File: src/rtl/grid_pkg.sv
// Shared types and constants for the grid_map read-port arbiter.
package grid_pkg;

    localparam int unsigned GRID_DATA_W = 5;
    localparam int unsigned GRID_CNT_W  = 4;

    typedef enum logic [1:0] {
        IDLE  = 2'd0,
        ISSUE = 2'd1,
        WAIT  = 2'd2
    } arb_state_t;

    typedef enum logic {
        PORT_A = 1'b0,
        PORT_B = 1'b1
    } port_id_t;

    // Saturating increment for the transaction timeout counter.
    function automatic logic [GRID_CNT_W-1:0] sat_inc(input logic [GRID_CNT_W-1:0] v);
        return (v == '1) ? v : GRID_CNT_W'(v + GRID_CNT_W'(1));
    endfunction

endpackage

File: src/rtl/grid_req_slot.sv
// One requester slot: pending flag, latched address and overflow detect.
module grid_req_slot #(
    parameter int unsigned ADDR_W = 10
) (
    input  logic              clk,
    input  logic              rst_n,
    input  logic              req,
    input  logic [ADDR_W-1:0] addr,
    input  logic              clr,
    output logic              pending,
    output logic [ADDR_W-1:0] addr_lat,
    output logic              pending_next_c,
    output logic              overflow_c
);

    logic accept_c;

    // A request coinciding with the clear is accepted rather than dropped.
    always_comb begin
        accept_c       = req & (~pending | clr);
        overflow_c     = req & pending & ~clr;
        pending_next_c = accept_c | (pending & ~clr);
    end

    always_ff @(posedge clk or negedge rst_n) begin
        if (!rst_n) begin
            pending  <= 1'b0;
            addr_lat <= '0;
        end else begin
            pending <= pending_next_c;
            if (accept_c) begin
                addr_lat <= addr;
            end
        end
    end

endmodule

File: src/rtl/grid_port_arbiter.sv
// Round-robin arbiter sharing the grid_map read port between the DDA (A)
// and collision lookups (B); map switches are applied only while idle.
module grid_port_arbiter
    import grid_pkg::*;
#(
    parameter int unsigned N       = 24,
    parameter int unsigned ADDR_W  = $clog2(N * N),
    parameter int unsigned DATA_W  = GRID_DATA_W,
    parameter int unsigned TIMEOUT = 15
) (
    input  logic              clk_in,
    input  logic              rst_in,
    input  logic              req_a,
    input  logic              req_b,
    input  logic [ADDR_W-1:0] addr_a,
    input  logic [ADDR_W-1:0] addr_b,
    output logic              valid_a,
    output logic              valid_b,
    output logic [DATA_W-1:0] data_a,
    output logic [DATA_W-1:0] data_b,
    input  logic [1:0]        map_select_in,
    output logic [1:0]        map_select_out,
    output logic              grid_req_out,
    output logic [ADDR_W-1:0] grid_addr_out,
    input  logic              grid_valid_in,
    input  logic [DATA_W-1:0] grid_data_in,
    output logic              busy_out,
    output logic              timeout_out,
    output logic              overflow_out
);

    arb_state_t            state, state_next;
    port_id_t              last_grant, last_grant_next;
    port_id_t              owner, owner_next;
    port_id_t              grant_c;
    logic [GRID_CNT_W-1:0] cnt, cnt_next;

    logic              pending_a, pending_b;
    logic              pend_next_a_c, pend_next_b_c;
    logic              ovf_a_c, ovf_b_c;
    logic              clr_a_c, clr_b_c;
    logic [ADDR_W-1:0] addr_lat_a, addr_lat_b;

    logic              done_c;
    logic [DATA_W-1:0] done_data_c;
    logic [1:0]        map_next;
    logic              grid_req_next;
    logic [ADDR_W-1:0] grid_addr_next;
    logic              valid_a_next, valid_b_next;
    logic [DATA_W-1:0] data_a_next, data_b_next;
    logic              timeout_next;
    logic              busy_next;

    grid_req_slot #(.ADDR_W(ADDR_W)) u_slot_a (
        .clk            (clk_in),
        .rst_n          (rst_in),
        .req            (req_a),
        .addr           (addr_a),
        .clr            (clr_a_c),
        .pending        (pending_a),
        .addr_lat       (addr_lat_a),
        .pending_next_c (pend_next_a_c),
        .overflow_c     (ovf_a_c)
    );

    grid_req_slot #(.ADDR_W(ADDR_W)) u_slot_b (
        .clk            (clk_in),
        .rst_n          (rst_in),
        .req            (req_b),
        .addr           (addr_b),
        .clr            (clr_b_c),
        .pending        (pending_b),
        .addr_lat       (addr_lat_b),
        .pending_next_c (pend_next_b_c),
        .overflow_c     (ovf_b_c)
    );

    always_ff @(posedge clk_in or negedge rst_in) begin
        if (!rst_in) begin
            state <= IDLE;
        end else begin
            state <= state_next;
        end
    end

    // Next state plus next values of every registered output.
    always_comb begin
        state_next      = state;
        last_grant_next = last_grant;
        owner_next      = owner;
        grant_c         = PORT_A;
        cnt_next        = cnt;
        map_next        = map_select_out;
        grid_req_next   = 1'b0;
        grid_addr_next  = grid_addr_out;
        valid_a_next    = 1'b0;
        valid_b_next    = 1'b0;
        data_a_next     = data_a;
        data_b_next     = data_b;
        timeout_next    = 1'b0;
        clr_a_c         = 1'b0;
        clr_b_c         = 1'b0;
        done_c          = 1'b0;
        done_data_c     = '0;

        case (state)
            IDLE: begin
                if (map_select_in != map_select_out) begin
                    map_next = map_select_in;
                end else if (pending_a || pending_b) begin
                    if (pending_a && (!pending_b || last_grant == PORT_B)) begin
                        grant_c = PORT_A;
                    end else begin
                        grant_c = PORT_B;
                    end
                    owner_next      = grant_c;
                    last_grant_next = grant_c;
                    grid_addr_next  = (grant_c == PORT_A) ? addr_lat_a : addr_lat_b;
                    grid_req_next   = 1'b1;
                    cnt_next        = '0;
                    state_next      = ISSUE;
                end
            end
            ISSUE: begin
                cnt_next = sat_inc(cnt);
                if (grid_valid_in) begin
                    done_c      = 1'b1;
                    done_data_c = grid_data_in;
                end else begin
                    state_next = WAIT;
                end
            end
            WAIT: begin
                cnt_next = sat_inc(cnt);
                if (grid_valid_in) begin
                    done_c      = 1'b1;
                    done_data_c = grid_data_in;
                end else if (cnt == GRID_CNT_W'(TIMEOUT - 1)) begin
                    done_c       = 1'b1;
                    timeout_next = 1'b1;
                end
            end
            default: begin
                state_next = IDLE;
            end
        endcase

        // Completion (data or abandoned) returns to the owning requester.
        if (done_c) begin
            state_next = IDLE;
            if (owner == PORT_A) begin
                valid_a_next = 1'b1;
                data_a_next  = done_data_c;
                clr_a_c      = 1'b1;
            end else begin
                valid_b_next = 1'b1;
                data_b_next  = done_data_c;
                clr_b_c      = 1'b1;
            end
        end
    end

    always_comb begin
        busy_next = (state_next != IDLE) | pend_next_a_c | pend_next_b_c;
    end

    always_ff @(posedge clk_in or negedge rst_in) begin
        if (!rst_in) begin
            last_grant     <= PORT_B;
            owner          <= PORT_A;
            cnt            <= '0;
            map_select_out <= '0;
            grid_req_out   <= 1'b0;
            grid_addr_out  <= '0;
            valid_a        <= 1'b0;
            valid_b        <= 1'b0;
            data_a         <= '0;
            data_b         <= '0;
            timeout_out    <= 1'b0;
            busy_out       <= 1'b0;
            overflow_out   <= 1'b0;
        end else begin
            last_grant     <= last_grant_next;
            owner          <= owner_next;
            cnt            <= cnt_next;
            map_select_out <= map_next;
            grid_req_out   <= grid_req_next;
            grid_addr_out  <= grid_addr_next;
            valid_a        <= valid_a_next;
            valid_b        <= valid_b_next;
            data_a         <= data_a_next;
            data_b         <= data_b_next;
            timeout_out    <= timeout_next;
            busy_out       <= busy_next;
            overflow_out   <= overflow_out | ovf_a_c | ovf_b_c;
        end
    end

endmodule

File: config.mk
export PLATFORM = sky130hd
export DESIGN_NAME = grid_port_arbiter
export DESIGN_NICKNAME = d
export VERILOG_FILES = /design/src/rtl/grid_pkg.sv /design/src/rtl/grid_req_slot.sv /design/src/rtl/grid_port_arbiter.sv
export SDC_FILE = /design/constraint.sdc
export NUM_CORES = 1
export LEC_CHECK = 0
export CORE_MARGIN = 2
export CORE_UTILIZATION = 47
export DETAILED_ROUTE_END_ITERATION = 16
export PLACE_DENSITY = 0.87
export SKIP_CTS_REPAIR_TIMING = 1
export SLEW_MARGIN = 20
export SYNTH_ARGS = -nofsm -noshare
export SYNTH_HDL_FRONTEND = slang
export SYNTH_SLANG_ARGS = --single-unit
File: constraint.sdc
create_clock -name clk_in -period 2.2 [get_ports clk_in]
set_input_delay 0.22 -clock clk_in [delete_from_list [all_inputs] [get_ports clk_in]]
set_output_delay 0.22 -clock clk_in [all_outputs]
set_load 0.01 [all_outputs]
==> qor_table.md, run 1 <==
| Result | Value | Unit |
|---|---|---|
| Most common cell after layout, fill and taps aside | sky130_fd_sc_hd__clkdlybuf4s50_1 | - |
| Part of the power in the clock network | 20.8 | % |
| Cell-by-cell listing of the critical path | inv_1 -> ha_1 -> buf_4 -> nand4_4 -> a21bo_1 -> mux2_4 | - |
| Number of synthesized flops with an enable pin | 0 | - |
| Remaining design rule violation count | 0 | - |
| Master cell of the clock root buffer | sky130_fd_sc_hd__clkbuf_8 | - |
| Launch point of the worst reg-to-reg path | state[1] | - |
| Critical path launch point type | flip-flop | - |
| Final net count | 313 | - |
| Most used DFF post-synth | sky130_fd_sc_hd__dfrtp_1 | - |
| Min cycle time layout | 2.021 | ns |
| Fraction of registers with async set or reset after synthesis | 100.0 | % |
| DRT Pass-1 Iters | 4 | - |
| All-layer global routing usage | 18.63 | % |
| Number of placed I/O pins | 60 | - |
| Final Slew Violations | 0 | - |
| Proportion of power drawn by combinational gates | 41.2 | % |
| Worst-case clock buffer depth | 2 | - |
| Sequential-to-total area share from yosys stat | 55.76 | % |
| Via count | 1805 | - |
| HP Class | in2async | - |
| Floorplan Core Area | 5439 | µm² |
| Part of the total power dissipated in sequential elements | 38.0 | % |
| Setup Viol. Count Final | 0 | - |
| Run status | complete, no violations | - |
| First-pass GRT wire length | 8.645 | mm |
| RSZ-0062 raised after global routing | false | - |
| Int Power | 3147 | µW |
| Number of clock sinks | 58 | - |
| End of the worst register-to-register path | u_slot_b.addr_lat[5] | - |
| Crit path max-delay cell type | sky130_fd_sc_hd__a21bo_1 | - |
| Remaining number of nets flagged by the antenna check after routing | 0 | - |
| Share of the clock period used by the worst path after layout | 91.87 | % |
| Average routed wire per standard cell | 14.80 | µm |
| Total Wirelength | 5.210 | mm |
| Crit-path max cell delay | 0.49 | ns |
| Antenna violations before repair | 0 | - |
| Worst vdd rail ir drop | 0.6872 | mV |
| Crit-path max FO | 10 | - |
| Fraction of power spent switching nets | 32.59 | % |
| Worst setup EP type | flip-flop | - |
| Number of buffers added on ports | 59 | - |
| Worst-case clock skew | 0.006177 | ns |
| Clock network latency to the later pin of the worst-skew pair | 0.33 | ns |
| WHS | 0.3818 | ns |
| Path type of the worst setup path | reg2reg | - |
| Leakage dissipation | 0.001632 | µW |
| Post-synthesis register bit count | 58 | - |
| DP HPWL | 3.766 | mm |
| Pin count of the biggest net entering global routing | 24 | - |
| Critical path data required time | 2.42 | ns |
| Maximum Capacitance Violations | 0 | - |
| Number of diodes | 0 | - |
| Number of cells produced by synthesis | 200 | - |
| Share of post-route cells with drive strength above 1 | 23.21 | % |
| Unique masters post-synth | 45 | - |
| Vias in the first global route | 1892 | - |
| Register clock-pin slew on the reported worst setup and hold paths | 0.06 | ns |
| Arrival time of the worst setup path | 2.24 | ns |
| Global route total overflow | 0 | - |
| Growth of design area from synthesis to finish | 35.40 | % |
| Reg-to-reg slack, setup | 0.18 | ns |
| Count of cells along the worst register-to-register path | 6 | - |
| Final setup TNS | 0 | ns |
| Overall die area | 6154 | µm² |
| PwrDens | 1324 | nW/µm² |
| Total net switching power | 1521 | µW |
| Measured slew at the worst slew-check pin | 0.5734 | ns |
| Max-Slew Margin vs Limit | 61.77 | % |
| Clock tree from TritonCTS | built | - |
| GP Congestion | 0.7976 | - |
| Placement Rows | 27 | - |
| Number of levels in the clock H-tree | 3 | - |
| Commonest non-fill, non-tap cells in the layout | sky130_fd_sc_hd__clkdlybuf4s50_1 (58), sky130_fd_sc_hd__dfrtp_1 (57), sky130_fd_sc_hd__mux2_2 (22) | - |
| Summed instance area of the synthesized netlist | 2605 | µm² |
| Die Y-Extent | 78.45 | µm |
| Initial cell density of the core | 47.90 | % |
| Highest achievable clock rate | 0.4948 | GHz |
| Initial DRC count | 146 | - |
| Yosys warning total | 0 | - |
| Mean instance size in the synthesized netlist | 13.02 | µm² |
| Final hold violation count | 0 | - |
| Die X | 78.45 | µm |
| Syn Nets | 238 | - |
| Number of clock buffers inserted by TritonCTS | 9 | - |
| Via density | 5.128 | - |
-- routing by layer --
layer / up-vias / wire length [µm] / global-route usage [%]
met5: - / 0 / 0
met4: 0 / 123 / 10.35
met3: 11 / 190 / 4.023
met2: 36 / 2611 / 30.52
met1: 882 / 2285 / 22.96
li1: 876 / - / -
-- power groups by stage --
stage / combinational, µW / clock [µW] / sequential [µW]
CTS: 1940 / 986 / 1780
floorplan: 1120 / 0 / 1810
finish: 1920 / 972 / 1770
global placement: 1850 / 0 / 1770
global route: 2090 / 1050 / 1830
detailed placement: 1910 / 0 / 1790
-- cell type report --
type / count / area [µm²]
sequential: 58 / 1453
tap: 72 / 90.09
fill: 397 / 1912
clock inverter: 2 / 35.03
timing repair buffer: 70 / 670.6
inverter: 10 / 37.54
clock buffer: 14 / 162.7
multi-input combinational: 126 / 1079
-- registers in the layout, summed over array words and instances, names as in the netlist, 2 cells and up --
register,flops
cnt,4
data_a,5
data_b,5
grid_addr_out,10
map_select_out,2
state,2
u_slot_a.addr_lat,10
u_slot_b.addr_lat,10
-- synth_stat cells (3+ instances only) --
library cell / instances / area [µm²]
sky130_fd_sc_hd__and3_1: 5 / 31.28
sky130_fd_sc_hd__dfrtp_1: 57 / 1426
sky130_fd_sc_hd__ha_1: 6 / 75.07
sky130_fd_sc_hd__inv_1: 10 / 37.54
sky130_fd_sc_hd__mux2_2: 22 / 247.7
sky130_fd_sc_hd__mux2_4: 10 / 150.1
sky130_fd_sc_hd__mux2i_1: 11 / 110.1
sky130_fd_sc_hd__nand2_1: 11 / 41.29
sky130_fd_sc_hd__nand3_1: 3 / 15.01
sky130_fd_sc_hd__nor2_1: 6 / 22.52
sky130_fd_sc_hd__o21ai_0: 14 / 70.07
-- critical path: cells and delay by family (launching register included) --
kind | cells | cell delay (ns)
flops | 1 | 0.40
simple gates | 1 | 0.07
compound gates | 1 | 0.49
buf+inv | 2 | 0.31
mux | 1 | 0.35
fa+ha+maj | 1 | 0.29
-- worst max path at each step --
stage                      endpoint           from  slack (ns)  cells after the start
2_1_floorplan                cnt[3]       state[0]        0.40                      6
3_3_place_gp   u_slot_b.addr_lat[5]  grid_valid_in        0.17                      5
3_5_place_dp   u_slot_b.addr_lat[2]  grid_valid_in        0.15                      5
4_1_cts        u_slot_b.addr_lat[5]       state[1]        0.17                      6
5_1_grt        u_slot_b.addr_lat[9]       state[1]        0.06                      6
6_report       u_slot_b.addr_lat[5]       state[1]        0.18                      6
-- through the flow --
step	total power (µW)	setup WS (ns)	util, %	cells	instance area (µm²)
after floorplan	2928	0.3957	-	200	2605
after detailed placement	3702	0.1513	61.03	335	3319
after global routing	4976	0.05913	64.85	352	3527
after global placement	3619	0.1749	61.03	335	3319
after CTS	4699	0.1672	64.67	351	3517
final	4669	0.1789	64.85	352	3527
-- cells by family after synthesis --
| group | Yosys count | share of synthesized area, % |
|---|---|---|
| AOI/OAI and AO/OA | 37 | 9.991 |
| xor gates and xnor gates | 2 | 0.6726 |
| adders and majority gates | 6 | 2.882 |
| buffers and inverters | 16 | 2.834 |
| DFF | 58 | 55.76 |
| muxes | 43 | 19.50 |
| and+or+nand+nor | 38 | 8.357 |
No activity file was read; power rests on OpenSTA's default activity.
==> run 2, diff against run 1 <==
Settings changed: SKIP_LAST_GASP from default to 1, TNS_END_PERCENT from default to 5.
==> results of run 2 <==
The final DEF is identical to that of run 1; final timing and power are the same.
